===== src/rtl/lsu_pkg.sv =====
// Shared widths, DataMemory direction encoding and the store-buffer entry
// layout for the MEM-stage load/store unit.
package lsu_pkg;

    localparam int ADDR_W   = 8;
    localparam int DATA_W   = 8;
    localparam int RD_W     = 5;
    localparam int SB_DEPTH = 4;

    localparam logic MEM_READ  = 1'b0;
    localparam logic MEM_WRITE = 1'b1;

    typedef struct packed {
        logic [ADDR_W-1:0] addr;
        logic [DATA_W-1:0] data;
    } sb_entry_t;

endpackage


===== src/rtl/load_store_unit_store_buffer.sv =====
// Circular FIFO of pending stores with a combinational address lookup that
// returns the youngest matching entry for store-to-load forwarding.
module store_buffer
    import lsu_pkg::*;
#(
    parameter int DEPTH = SB_DEPTH
) (
    input  logic              clk,
    input  logic              rst,
    input  logic              push,
    input  sb_entry_t         push_entry,
    input  logic              pop,
    output sb_entry_t         head_entry,
    output logic              full,
    output logic              empty,
    input  logic [ADDR_W-1:0] lookup_addr,
    output logic              lookup_hit,
    output logic [DATA_W-1:0] lookup_data
);

    localparam int PTR_W = $clog2(DEPTH);
    localparam int CNT_W = $clog2(DEPTH + 1);

    sb_entry_t        entries [DEPTH];
    logic [PTR_W-1:0] head;
    logic [PTR_W-1:0] tail;
    logic [CNT_W-1:0] count;
    logic [PTR_W-1:0] idx;
    logic             do_push;
    logic             do_pop;

    assign full       = (count == CNT_W'(DEPTH));
    assign empty      = (count == '0);
    assign head_entry = entries[head];
    assign do_push    = push && !full;
    assign do_pop     = pop && !empty;

    always_ff @(posedge clk) begin
        if (rst) begin
            head  <= '0;
            tail  <= '0;
            count <= '0;
        end else begin
            if (do_push) tail <= tail + PTR_W'(1);
            if (do_pop)  head <= head + PTR_W'(1);
            case ({do_push, do_pop})
                2'b10:   count <= count + CNT_W'(1);
                2'b01:   count <= count - CNT_W'(1);
                default: count <= count;
            endcase
        end
    end

    always_ff @(posedge clk) begin
        if (do_push) entries[tail] <= push_entry;
    end

    // Walk oldest-to-youngest so the last match found is the youngest store.
    always_comb begin
        lookup_hit  = 1'b0;
        lookup_data = '0;
        idx         = '0;
        for (int i = 0; i < DEPTH; i++) begin
            idx = head + PTR_W'(i);
            if ((CNT_W'(i) < count) && (entries[idx].addr == lookup_addr)) begin
                lookup_hit  = 1'b1;
                lookup_data = entries[idx].data;
            end
        end
    end

endmodule


===== src/rtl/load_store_unit.sv =====
// MEM-stage front end: accepts loads/stores, buffers stores and drains them
// in order, forwards buffered data to loads, returns load results after 1 cycle.
module load_store_unit #(
    parameter int ADDR_W   = lsu_pkg::ADDR_W,
    parameter int DATA_W   = lsu_pkg::DATA_W,
    parameter int RD_W     = lsu_pkg::RD_W,
    parameter int SB_DEPTH = lsu_pkg::SB_DEPTH
) (
    input  logic              clk,
    input  logic              rst,
    // req_valid/req_ready: an op transfers on a cycle where both are high;
    // a held request must keep its fields stable until it transfers.
    input  logic              req_valid,
    output logic              req_ready,
    input  logic              req_is_store,
    input  logic [ADDR_W-1:0] req_addr,
    input  logic [DATA_W-1:0] req_wdata,
    input  logic [RD_W-1:0]   req_rd,
    output logic              ld_valid,
    output logic [DATA_W-1:0] ld_data,
    output logic [RD_W-1:0]   ld_rd,
    output logic [ADDR_W-1:0] mem_address,
    output logic [DATA_W-1:0] mem_write_data,
    output logic              mem_read_write,
    input  logic [DATA_W-1:0] mem_read_data,
    output logic              sb_empty
);

    lsu_pkg::sb_entry_t push_entry;
    lsu_pkg::sb_entry_t head_entry;
    logic               sb_full;
    logic               sb_is_empty;
    logic               hit;
    logic [DATA_W-1:0]  hit_data;
    logic               accept;
    logic               ld_accept;
    logic               ld_miss;
    logic               drain;

    assign req_ready  = !sb_full;
    assign accept     = req_valid && req_ready;
    assign ld_accept  = accept && !req_is_store;
    assign ld_miss    = ld_accept && !hit;
    // A missing load owns the port; forwarded loads leave it free for a drain.
    assign drain      = !rst && !ld_miss && !sb_is_empty;
    assign push_entry = '{addr: req_addr, data: req_wdata};
    assign sb_empty   = sb_is_empty;

    store_buffer #(
        .DEPTH(SB_DEPTH)
    ) u_store_buffer (
        .clk         (clk),
        .rst         (rst),
        .push        (accept && req_is_store),
        .push_entry  (push_entry),
        .pop         (drain),
        .head_entry  (head_entry),
        .full        (sb_full),
        .empty       (sb_is_empty),
        .lookup_addr (req_addr),
        .lookup_hit  (hit),
        .lookup_data (hit_data)
    );

    always_comb begin
        mem_address    = '0;
        mem_write_data = '0;
        mem_read_write = lsu_pkg::MEM_READ;
        if (ld_miss) begin
            mem_address = req_addr;
        end else if (drain) begin
            mem_address    = head_entry.addr;
            mem_write_data = head_entry.data;
            mem_read_write = lsu_pkg::MEM_WRITE;
        end
    end

    always_ff @(posedge clk) begin
        if (rst) begin
            ld_valid <= 1'b0;
            ld_data  <= '0;
            ld_rd    <= '0;
        end else begin
            ld_valid <= ld_accept;
            if (ld_accept) begin
                ld_data <= hit ? hit_data : mem_read_data;
                ld_rd   <= req_rd;
            end
        end
    end

endmodule


===== config.mk =====
export PLATFORM = sky130hd
export DESIGN_NAME = load_store_unit
export DESIGN_NICKNAME = d
export VERILOG_FILES = /design/src/rtl/lsu_pkg.sv /design/src/rtl/load_store_unit_store_buffer.sv /design/src/rtl/load_store_unit.sv
export SDC_FILE = /design/constraint.sdc
export NUM_CORES = 1
export LEC_CHECK = 0
export BUFFER_PORTS_ARGS = -buffer_cell sky130_fd_sc_hd__buf_2
export CORE_ASPECT_RATIO = 0.9
export CORE_MARGIN = 2
export CORE_UTILIZATION = 45
export DETAILED_ROUTE_END_ITERATION = 7
export MAX_ROUTING_LAYER = met4
export PLACE_DENSITY = 0.67
export SYNTH_ARGS = -nofsm -noshare
export SYNTH_HDL_FRONTEND = slang
export SYNTH_HIERARCHICAL = 1
export SYNTH_SLANG_ARGS = --single-unit

===== constraint.sdc =====
create_clock -name clk -period 3.55 [get_ports clk]
set_input_delay 0.355 -clock clk [delete_from_list [all_inputs] [get_ports clk]]
set_output_delay 0.355 -clock clk [all_outputs]
set_load 0.01 [all_outputs]

==> impl_metrics.json <==
{
  "finalCritPeriodShare_pct": 101,
  "drive_above_1_share_pct": 39.3,
  "grt_max_degree": 26,
  "cts.sinks": 87,
  "p_per_area_nw_per_um2": 379,
  "tightest_slew_ns": 0.766,
  "synthArstFlopShare_pct": 0,
  "drtIter0Drc": 245,
  "setup_slack_ns": -0.0353,
  "antenna_left": 0,
  "synthTopCellsByCount": "edfxtp_1, mux4_2, nor2_1",
  "p_switching_uw": 621,
  "finalHoldViolCount": 0,
  "p_seq_share_pct": 46.1,
  "synthToLayoutAreaGrowth_pct": 18.1,
  "io_buffers": 65,
  "place_congestion": 0.849,
  "grt_overflow_total": 0,
  "r2r-end": "u_store_buffer/count[2]",
  "ys_seq_area_share_pct": 42.4,
  "dieHeight_um": 110,
  "vias": 3858,
  "internal-power_mw": 1.89,
  "clockBufferDepth": 2,
  "io_pins": 66,
  "synth_top_area_share_pct": 34.2,
  "synth_flop_cell": "edfxtp_1",
  "diodes": 0,
  "pwr-share-comb_pct": 17.1,
  "yosysMostFrequentCell": "edfxtp_1",
  "ys_types": 44,
  "synthTopCellsByArea": "edfxtp_1, mux4_2, dfxtp_1",
  "cts_tree": "done",
  "design_area_um2": 6630,
  "max_slew_margin_pct": 48.7,
  "grt_pass1_wl_um": 20000,
  "core_um2": 12100,
  "rows": 38,
  "r2r_cells": 13,
  "drt_wl_total_um": 12800,
  "hold_end": "u_store_buffer/entries[3][2]",
  "worstPathRequired_ns": 3.19,
  "dp_hpwl_um": 8810,
  "ys_ff_latch": 87,
  "synth_area_um2": 5610,
  "rsz0062_at_grt": "true",
  "worstPathArrival_ns": 3.23,
  "crit_slowest_cell": "mux4_2",
  "clk_pin_slew_worst_paths_ns": 0.06,
  "die_area_um2": 13400,
  "period_minus_slack_ns": 3.59,
  "nets": 531,
  "path_cells": "buf_12, mux4_2, xor2_1, nor4_2, nand3_2, or4b_4, nor4b_4, nor3_2, buf_4, and2_1, buf_2",
  "synth_warnings": 6,
  "drtPass1Iterations": 4,
  "critPathLaunchType": "flop",
  "final_core_utilization_pct": 54.7,
  "yosysTopAreaCell": "edfxtp_1",
  "cts_root_buf": "clkbuf_16",
  "leakagePower_nw": 2.28,
  "hold_path.class": "input port to flop",
  "critPathKind": "flop to output pin",
  "initial_utilization_pct": 46.3,
  "maxClockFrequency_ghz": 0.279,
  "die_w_um": 122,
  "p_sw_share_pct": 24.7,
  "timing.reg2reg.setup_slack_ns": 0.03,
  "detail_route.drc_violations": 0,
  "power.share.clock_pct": 36.8,
  "synth_enable_flop_cells": 64,
  "cts_max_level": 3,
  "max_cap_viol_count": 0,
  "cp_max_fo": 12,
  "status": "complete, but fails checks",
  "violations": "setup timing",
  "hp-start": "req_wdata[2]",
  "synth_cells": 412,
  "first_global_vias": 3721,
  "hold_slack_ns": 0.219,
  "track_usage_pct": 21.0,
  "skew_ns": 0.00717,
  "syn_nets": 454,
  "vias_per_cell": 5.90,
  "drv_slew": 0,
  "vdd_drop_max_mv": 0.225,
  "clock_latency_ns": 0.35,
  "syn_area_per_cell_um2": 13.6,
  "antenna_found_initial": 0,
  "crit_start": "u_store_buffer/head[0]",
  "nFillCells": 1004,
  "drt-wirelength-per-cell_um": 19.6,
  "setup_viol": 8,
  "critPathMaxStageDelay_ns": 0.51,
  "cp-end-kind": "output pin",
  "worstHoldPathCells": 1,
  "cts_buffers": 9,
  "reg2reg_from": "u_store_buffer/head[0]",
  "postPlaceCellArea_um2": 6200
}
-- worst max-delay path by stage --
stage / depth (start not counted) / slack [ns] / to
2_1_floorplan: 14 / 0.001 / u_store_buffer/count[2]
3_3_place_gp: 12 / 0.14 / u_store_buffer/count[2]
3_5_place_dp: 12 / 0.14 / u_store_buffer/count[2]
4_1_cts: 11 / -0.06 / mem_write_data[7]
5_1_grt: 11 / -0.13 / mem_write_data[3]
6_report: 11 / -0.04 / mem_write_data[3]
-- power by group through the flow --
stage	Sequential, mW	Clock [mW]	Combinational [mW]
finish	1.16	0.924	0.428
floorplan	1.17	0	0.283
detailed placement	1.18	0	0.408
CTS	1.16	0.941	0.424
global placement	1.17	0	0.403
global route	1.16	0.980	0.468
-- worst max-delay path, delay by kind of cell, from the launching register on --
family                    cells  cell delay [ns]
xor gates and xnor gates      1             0.24
DFF                           1             0.41
muxes                         1             0.51
buffers and inverters         3             0.49
and+or+nand+nor               6             1.22
-- kinds of logic (layout without fill, tap and decap cells) --
| logic type | Yosys count | in the layout | synth area share [%] |
|---|---|---|---|
| AO/OA/AOI/OAI | 44 | 44 | 5.15 |
| AND/OR/NAND/NOR | 113 | 113 | 11.9 |
| XOR/XNOR | 36 | 36 | 5.62 |
| multiplexers | 84 | 84 | 29.1 |
| buffers and inverters | 39 | 121 | 3.79 |
| flip-flops | 87 | 87 | 42.4 |
| adder cells (fa/ha/maj) | 9 | 9 | 2.01 |
-- cells in the final DEF, fill, tap and decap left out, drive strengths merged, types with 2 or more instances in the layout --
master,instances
inv,10
a31oi,8
a21oi,3
nand4,3
nor2b,4
and3b,4
o21ai,17
a211oi,10
nor3,4
xnor2,24
bufbuf,2
or3,2
a22oi,2
clkbuf,12
nand3,5
ha,9
and2,21
nand2b,10
nor4,2
xor2,12
mux2i,22
mux4,62
and4bb,4
dfxtp,23
buf,93
nor2,31
edfxtp,64
nand2,19
clkinv,3
-- per-stage QoR --
| step | total power [mW] | worst slack [ns] | TNS, ns | cells |
|---|---|---|---|---|
| after global routing | 2.61 | -0.126 | -1.82 | 654 |
| after floorplan | 1.46 | 0.00149 | 0 | 412 |
| after global placement | 1.58 | 0.137 | 0 | 632 |
| final | 2.51 | -0.0353 | -0.174 | 654 |
| after CTS | 2.52 | -0.0624 | -0.427 | 652 |
| after detailed placement | 1.59 | 0.140 | 0 | 632 |
-- registers in the layout, summed over array words and instances (netlist names), named ones only --
signal,flops
ld_valid,1
u_store_buffer/tail,2
u_store_buffer/head,2
ld_data,8
u_store_buffer/count,3
u_store_buffer/entries,64
ld_rd,5
-- repair_timing --
| action | 4_1_cts | 5_1_grt |
|---|---|---|
| pin swaps | 3 | 2 |
| setup endpoints to repair | 17 | 18 |
| hold buffers | 0 | 0 |
| gates cloned | 2 | 1 |
| endpoints found under the hold margin | 0 | 0 |
| gates resized for setup | 11 | 3 |
| setup buffers | 2 | 1 |
-- area by class of cell --
type	instances	area [µm²]	area share (%)
inverter	9	33.8	0.510
multi-input combinational	286	3040	45.8
clock buffer	11	233	3.51
sequential	87	2390	36.1
timing repair buffer	96	678	10.2
tap	160	200	3.02
clock inverter	5	56.3	0.849
-- layer usage --
metal | GRT usage, % | up-vias | part of all wire (%)
met5 | - | - | 0
met4 | 7.55 | 0 | 1.2
met3 | 5.60 | 16 | 8.1
met2 | 31.7 | 161 | 48
met1 | 27.7 | 1932 | 43
li1 | - | 1749 | -
Note: power is estimated with default switching activity, not from simulation.
